<file path="config.mk">
export PLATFORM = sky130hd
export DESIGN_NAME = pkt_sram_writer
export DESIGN_NICKNAME = d
export VERILOG_FILES = /design/src/rtl/pkt_sram_writer.sv
export SDC_FILE = /design/constraint.sdc
export NUM_CORES = 1
export LEC_CHECK = 0
export CORE_MARGIN = 2
export CORE_UTILIZATION = 50
export CTS_BUF_LIST = sky130_fd_sc_hd__clkbuf_4
export DETAILED_ROUTE_END_ITERATION = 8
export GPL_TIMING_DRIVEN = 0
export HOLD_SLACK_MARGIN = 0.05
export PLACE_DENSITY = 0.77
export SYNTH_ARGS = -nofsm -noshare
export SYNTH_HDL_FRONTEND = slang
export SYNTH_SLANG_ARGS = --single-unit
</file>
<file path="constraint.sdc">
create_clock -name clk -period 8 [get_ports clk]
set_input_delay 2.4 -clock clk [delete_from_list [all_inputs] [get_ports clk]]
set_output_delay 2.4 -clock clk [all_outputs]
set_load 0.02 [all_outputs]
</file>
<file path="src/rtl/pkt_sram_writer.sv">
// pkt_sram_writer: pulls whole packets from the priority packet fifo, writes them
// into a circular SRAM region, emits one descriptor per packet and tracks free space.
// Latency: SRAM write one cycle after the word is accepted; descriptor the cycle after eop.
// Backpressure: a packet is started only with MAX_PKT_LEN words free and no pending
// descriptor. desc_vld is held until desc_rdy.
//
// Ports:
//   clk, rst                            clock, async active-high reset
//   in_ready/in_sop/in_eop/in_vld/in_data  fifo side, next_data is the pull request
//   sram_wr_en/sram_addr/sram_wdata     registered SRAM write port
//   desc_vld/desc_rdy/desc_addr/desc_len/desc_err  descriptor handshake to scheduler
//   rel_vld/rel_len                     space returned by downstream readers
//   free_cnt                            current free words, err: one-cycle error pulse
module pkt_sram_writer #(
  parameter int DATA_WIDTH  = 16,
  parameter int ADDR_WIDTH  = 10,
  parameter int MAX_PKT_LEN = 32
) (
  input  logic                  clk,
  input  logic                  rst,
  input  logic                  in_ready,
  input  logic                  in_sop,
  input  logic                  in_eop,
  input  logic                  in_vld,
  input  logic [DATA_WIDTH-1:0] in_data,
  output logic                  next_data,
  output logic                  sram_wr_en,
  output logic [ADDR_WIDTH-1:0] sram_addr,
  output logic [DATA_WIDTH-1:0] sram_wdata,
  output logic                  desc_vld,
  input  logic                  desc_rdy,
  output logic [ADDR_WIDTH-1:0] desc_addr,
  output logic [ADDR_WIDTH:0]   desc_len,
  output logic                  desc_err,
  input  logic                  rel_vld,
  input  logic [ADDR_WIDTH:0]   rel_len,
  output logic [ADDR_WIDTH:0]   free_cnt,
  output logic                  err
);

  localparam logic [ADDR_WIDTH:0] DEPTH_W = {1'b1, {ADDR_WIDTH{1'b0}}};
  localparam logic [ADDR_WIDTH:0] MAX_W   = (ADDR_WIDTH+1)'(MAX_PKT_LEN);

  typedef enum logic [1:0] {IDLE, RECV, DESC} state_t;

  state_t                state;
  logic [ADDR_WIDTH-1:0] wr_ptr;
  logic [ADDR_WIDTH-1:0] pkt_start;
  logic [ADDR_WIDTH:0]   count;
  logic                  trunc;

  logic                  in_recv;
  logic                  abort;
  logic                  drop_first;
  logic                  stray;
  logic                  store;
  logic [ADDR_WIDTH-1:0] wr_addr;
  logic [ADDR_WIDTH:0]   cnt_nxt;
  logic                  trunc_nxt;
  logic [ADDR_WIDTH+1:0] free_sum;
  logic                  rel_ovf;

  assign in_recv = (state == RECV);

  // The eop word ends the pull; the fifo must not advance past the packet.
  assign next_data = in_recv && !(in_vld && in_eop);

  // A new sop mid-packet throws away what was stored and restarts at pkt_start.
  assign abort      = in_recv && in_vld && in_sop && (count != '0);
  assign drop_first = in_recv && in_vld && !in_sop && (count == '0);
  assign stray      = in_vld && !in_recv;
  assign store      = in_recv && in_vld && !drop_first && (abort || (count < MAX_W));
  assign wr_addr    = abort ? pkt_start : wr_ptr;

  always_comb begin
    cnt_nxt   = count;
    trunc_nxt = trunc;
    if (abort) begin
      cnt_nxt   = (ADDR_WIDTH+1)'(1);
      trunc_nxt = 1'b0;
    end else if (store) begin
      cnt_nxt   = count + (ADDR_WIDTH+1)'(1);
    end else begin
      trunc_nxt = 1'b1;
    end
  end

  // Release, abort give-back and this cycle's write all land in one update.
  always_comb begin
    free_sum = {1'b0, free_cnt}
             + (rel_vld ? {1'b0, rel_len} : '0)
             + (abort   ? {1'b0, count}   : '0)
             - (ADDR_WIDTH+2)'(store);
    rel_ovf  = (free_sum > {1'b0, DEPTH_W});
  end

  always_ff @(posedge clk or posedge rst) begin
    if (rst) begin
      state      <= IDLE;
      wr_ptr     <= '0;
      pkt_start  <= '0;
      count      <= '0;
      trunc      <= 1'b0;
      free_cnt   <= DEPTH_W;
      sram_wr_en <= 1'b0;
      sram_addr  <= '0;
      sram_wdata <= '0;
      desc_vld   <= 1'b0;
      desc_addr  <= '0;
      desc_len   <= '0;
      desc_err   <= 1'b0;
      err        <= 1'b0;
    end else begin
      sram_wr_en <= store;
      if (store) begin
        sram_addr  <= wr_addr;
        sram_wdata <= in_data;
        wr_ptr     <= wr_addr + ADDR_WIDTH'(1);
      end
      err      <= abort | drop_first | stray | rel_ovf;
      free_cnt <= rel_ovf ? DEPTH_W : free_sum[ADDR_WIDTH:0];

      case (state)
        IDLE: begin
          if (in_ready && (free_cnt >= MAX_W) && !desc_vld) begin
            state     <= RECV;
            pkt_start <= wr_ptr;
            count     <= '0;
            trunc     <= 1'b0;
          end
        end
        RECV: begin
          if (in_vld && !drop_first) begin
            count <= cnt_nxt;
            trunc <= trunc_nxt;
            if (in_eop) begin
              state     <= DESC;
              desc_vld  <= 1'b1;
              desc_addr <= pkt_start;
              desc_len  <= cnt_nxt;
              desc_err  <= trunc_nxt;
            end
          end
        end
        DESC: begin
          if (desc_vld && desc_rdy) begin
            state    <= IDLE;
            desc_vld <= 1'b0;
          end
        end
        default: state <= IDLE;
      endcase
    end
  end

endmodule

</file>
* Word-level counts from Yosys, hierarchy flattened *
Cells that the tools add are included.

word-level totals
  output and inout bits = 63
  bits in registers = 96

operators by class
  magnitude comparators = 3
  reduce and logical (&&, ||, !) cells = 30
  add/subtract/negate cells = 5
  mux-type cells = 23
  bitwise operators = 3
  equality and inequality tests = 6

operator list
  kind                     number
  $mux W11                 7
  $pmux W11 S2             1
  $logic_and A1 B1 Y1      14
  $add A11 B11 Y12         1
  $add A12 B11 Y12         1
  $gt A12 B11 Y1 const B   1
  $sub A12 B1 Y12          1
  $add A11 B1 Y11 const B  1
  $ge A11 B6 Y1 const B    1
  $logic_not A11 Y1        1
  $lt A11 B6 Y1 const B    1
  $reduce_bool A11 Y1      1
  $add A10 B1 Y10 const B  1
  $mux W10                 1
  $mux W2                  4
  $reduce_and A4 Y1        2
  $mux W1                  7
  $ne A2 B2 Y1 const B     3
  $pmux W2 S3              1
  $reduce_and A3 Y1        2
  $logic_not A1 Y1         5
  $pmux W1 S2              2
  $reduce_bool A2 Y1       2
  $or A1 B1 Y1             3
  other kinds (6)          6

* Logic depth before layout (Yosys ltp) *
  word-level depth = 11
  mapped depth = 21

* Least setup slack after synthesis *
OpenSTA, ideal clock, no wires.

  kind = input port to flip-flop
  start = input port in_sop
  end = register err
  stages on the path = 14
  arrival time = 5934 ps
  data required time = 7874 ps
  path buffers = 3
  setup time = 126 ps
  path slack = 1940 ps
  cell sequence = nand4b_1 -> a31oi_1 -> clkbuf_1 -> clkbuf_1 -> and2_1 -> fa_1 -> ha_1 -> buf_6 -> a21o_1 -> a31o_1 -> or3_4 -> a211oi_4 -> nand4_4 -> a221o_1

on the way
  longest elaborated chain between the ends = 9
  elaborated cells on any way between the ends = 16
  classes of those cells = add/sub (2); order compare (1); mux (1); bitwise (3); reduce/logical (9)

RTL lines
  what                                                                      line  RTL
  start: declaration                                                        22    input logic in_sop,
  parallel branches: the longest is 8 deep, another holds $add A12 B11 Y12  -
  $or A1 B1 Y1 (*)                                                          120   err <= abort | drop_first | stray | rel_ovf;
  end signal: assignment                                                    120
  end: declaration                                                          38    output logic err

Mark *: on every way between the ends.
A chain may end at the register's enable or synchronous reset.

* Worst setup path in the final report *
  start = input port in_vld
  end = register free_cnt[9]

on the way
  longest elaborated chain between the ends = 9
  elaborated cells on any way between the ends = 14
  classes of those cells = add/sub (2); order compare (1); mux (2); reduce/logical (9)

RTL lines
  what                                                                      line        RTL
  start: declaration                                                        24          input logic in_vld,
  $logic_and A1 B1 Y1 (*)                                                   69, 70, 72
  parallel branches: the longest is 5 deep, another holds $add A12 B11 Y12  -
  $sub A12 B1 Y12 (*)                                                       93          - (ADDR_WIDTH+2)'(store);
  $gt A12 B11 Y1                                                            94          rel_ovf = (free_sum > {1'b0, DEPTH_W});
  $mux W11 (*)                                                              121         free_cnt <= rel_ovf ? DEPTH_W : free_sum[ADDR_WIDTH:0];
  end signal: assignment                                                    121
  end: declaration                                                          37          output logic [ADDR_WIDTH:0] free_cnt,

Marked as above.

==> run metrics <==
status=complete, no violations; CP delay by family, top=buffers and inverters; Lkg Pwr=3.05 nW; clk slew on worst S/H paths=0.15 ns; drt total wl=13600 um; Yosys top cell by area=dfrtp_1; PD cells=371 nW/um^2; Initial Utilization=51.9%; total CTS buffers=9; Synth cell types=62; CP endpoint kind=register; ys async rst share=100%; Rel. slew slack=29.9%; 1st-iter DRT viols=249; post-route clock period utilization=92.1%; CP Max Fanout=10; Post-CTS Setup Inserts=0; drt via density=5.59; Setup CP Type=input port to register; # H-tree levels=3; Slew @ Worst Pin=1.05 ns; die width=108 um; slowest stage delay, CP=0.62 ns; first-pass GRT wire length=22300 um; pins over their slew limit=0; PortBufs=97; Worst Path Required=8.32 ns; CTS Buffer Depth=2; max_cap viols=0; Post-synth EDFFs=0; worst skew pair latency=0.44 ns; post-placement cell count=803; GRT Resource Usage Total=24.7%; commonest non-fill, non-tap cell in the layout=nand2_1; post-synth top area share=44.2%; Die H=108 um; DR DRC count=0; fmax=136 MHz; Routed Antenna Nets=0; Ys Warns=0; Worst path most repeated cell=clkbuf_1; CP cell instances=clkdlybuf4s50_1 -> nand4b_1 -> a31oi_1 -> clkbuf_1 -> clkbuf_1 -> nand2_1 -> fa_1 -> inv_1 -> ha_1 -> inv_1 -> fa_1 -> nor2b_1 -> o2111ai_1 -> a31oi_1 -> o22a_1 -> xnor2_1 -> clkbuf_1 -> nor3_1; RePlAce Congestion=0.925; antenna violations before repair=0; Worst Setup Slack post-DPL=0.264 ns; multi-input logic area=2680 um^2; commonest register cell after synthesis=dfrtp_1; total grt overflow=0; syn nets=639; final setup vio count=0; CTS Hold Bufs=0; Reg2Reg Depth=19; TritonRoute pass-1 iters=5; average size of a mapped cell=9.46 um^2; final std cells w/o fill=819; vias in the first global route=4545; Gate Count Post-Synth=569; FF+latch count, synth=96; class of the worst hold path=register to register; CTS root buf=clkbuf_4; die area=11600 um^2; Std-Cell Rows=37; average wire per standard cell=16.6 um; Top Ports=98; Design Power=2.48 mW; area grow syn2layout=24.2%; Fillers=861; CTS tree=yes; min Tclk post-route=7.37 ns; Critical Path Stages=18; area occupied by registers=2400 um^2; DR vias=4580; Final #Nets=748; most frequent cells in the layout=nand2_1, clkdlybuf4s50_1, dfrtp_1; Startpoint Class=input port; core area=10400 um^2; Resized cells post-CTS=0; Final WS setup=0.633 ns; final clock skew=0.0174 ns; maximum vdd drop=0.324 mV; post-synthesis cell area=5380 um^2; Synth area leaders=dfrtp_1, nand2_1, ha_1; clock net sink count=96; Max stage delay cell, worst path=clkdlybuf4s50_1; setup TNS=0 ns; Buf/Inv on CP=6; final hold vios=0; layout cell share with drive strength beyond 1=8.80%; post-DP HPWL=10400 um; post-synthesis sequential area ratio=44.7%; unrepaired setup endpoints after global routing=false; largest net degree at the start of global routing=57; arrival time worst endpoint=7.69 ns; Worst Hold Depth=1
logic make-up after synthesis:
logic type / after synthesis / synth area share [%]
xor+xnor: 10 / 1.63
simple gates: 218 / 19.5
fa+ha+maj: 35 / 9.81
compound gates: 114 / 14.3
flops: 96 / 44.7
mux: 22 / 4.51
buf+inv: 74 / 5.51
final cells by class:
| type | instances | share of cell area (%) |
|---|---|---|
| plain buffers | 25 | 1.68 |
| well taps | 136 | 2.55 |
| diodes | 1 | 0.0374 |
| inverters | 49 | 2.79 |
| repair buffers | 98 | 14.9 |
| clock inverters | 6 | 0.917 |
| flip-flops and latches | 96 | 36.0 |
| multi-input cells | 399 | 40.1 |
| clock buffers | 9 | 1.01 |
synth_stat cells, drive strengths merged (12+ instances only):
cell type / number
a31oi: 13
nand2: 115
nor2: 27
buf: 13
and2: 15
clkbuf: 12
dfrtp: 95
inv: 49
a21oi: 20
o21ai: 29
mux2: 18
fa: 12
ha: 23
state kept, by name, summed over array words and instances, names as in the netlist:
register	flops
state	2
pkt_start	10
count	11
sram_addr	10
sram_wdata	16
err	1
desc_len	11
free_cnt	11
desc_addr	10
desc_vld	1
desc_err	1
sram_wr_en	1
wr_ptr	10
trunc	1
worst paths after layout:
path	start	to	slack (ns)
worst min register to register	sram_addr[9]$_DFFE_PP0P_	sram_addr[9]$_DFFE_PP0P_	0.49
worst min-delay path	sram_addr[9]$_DFFE_PP0P_	sram_addr[9]$_DFFE_PP0P_	0.49
min in group asynchronous	rst	sram_addr[3]$_DFFE_PP0P_	2.34
worst max register to register	count[0]$_DFFE_PP0P_	free_cnt[9]$_DFF_PP0_	2.44
max in group asynchronous	rst	free_cnt[10]$_DFF_PP1_	4.95
worst max-delay path	in_vld	free_cnt[9]$_DFF_PP0_	0.63
power breakdown:
part,total [mW],switching (mW),leakage [nW],internal (mW)
sequential,0.795,0.136,1.25,0.659
clock,0.254,0.161,0.0732,0.0929
combinational,1.43,0.808,1.72,0.626
metal layers:
layer,part of all wire (%),routed length (um),vias to the layer above,GRT usage (%)
li1,-,-,2175,-
met1,45,6070,2234,33.8
met2,48,6470,149,40.0
met3,5.4,734,22,4.42
met4,2.2,295,0,7.69
met5,0,0,-,0
metrics by stage:
step                util (%)  area, um^2  hold WS [ns]
floorplan                  -        5380         0.459
global placement        62.9        6520         0.459
detailed placement      63.2        6550         0.468
CTS                     64.4        6680         0.500
global route            64.4        6680         0.520
finish                  64.5        6690         0.493
Note: power is estimated with default switching activity, not from simulation.
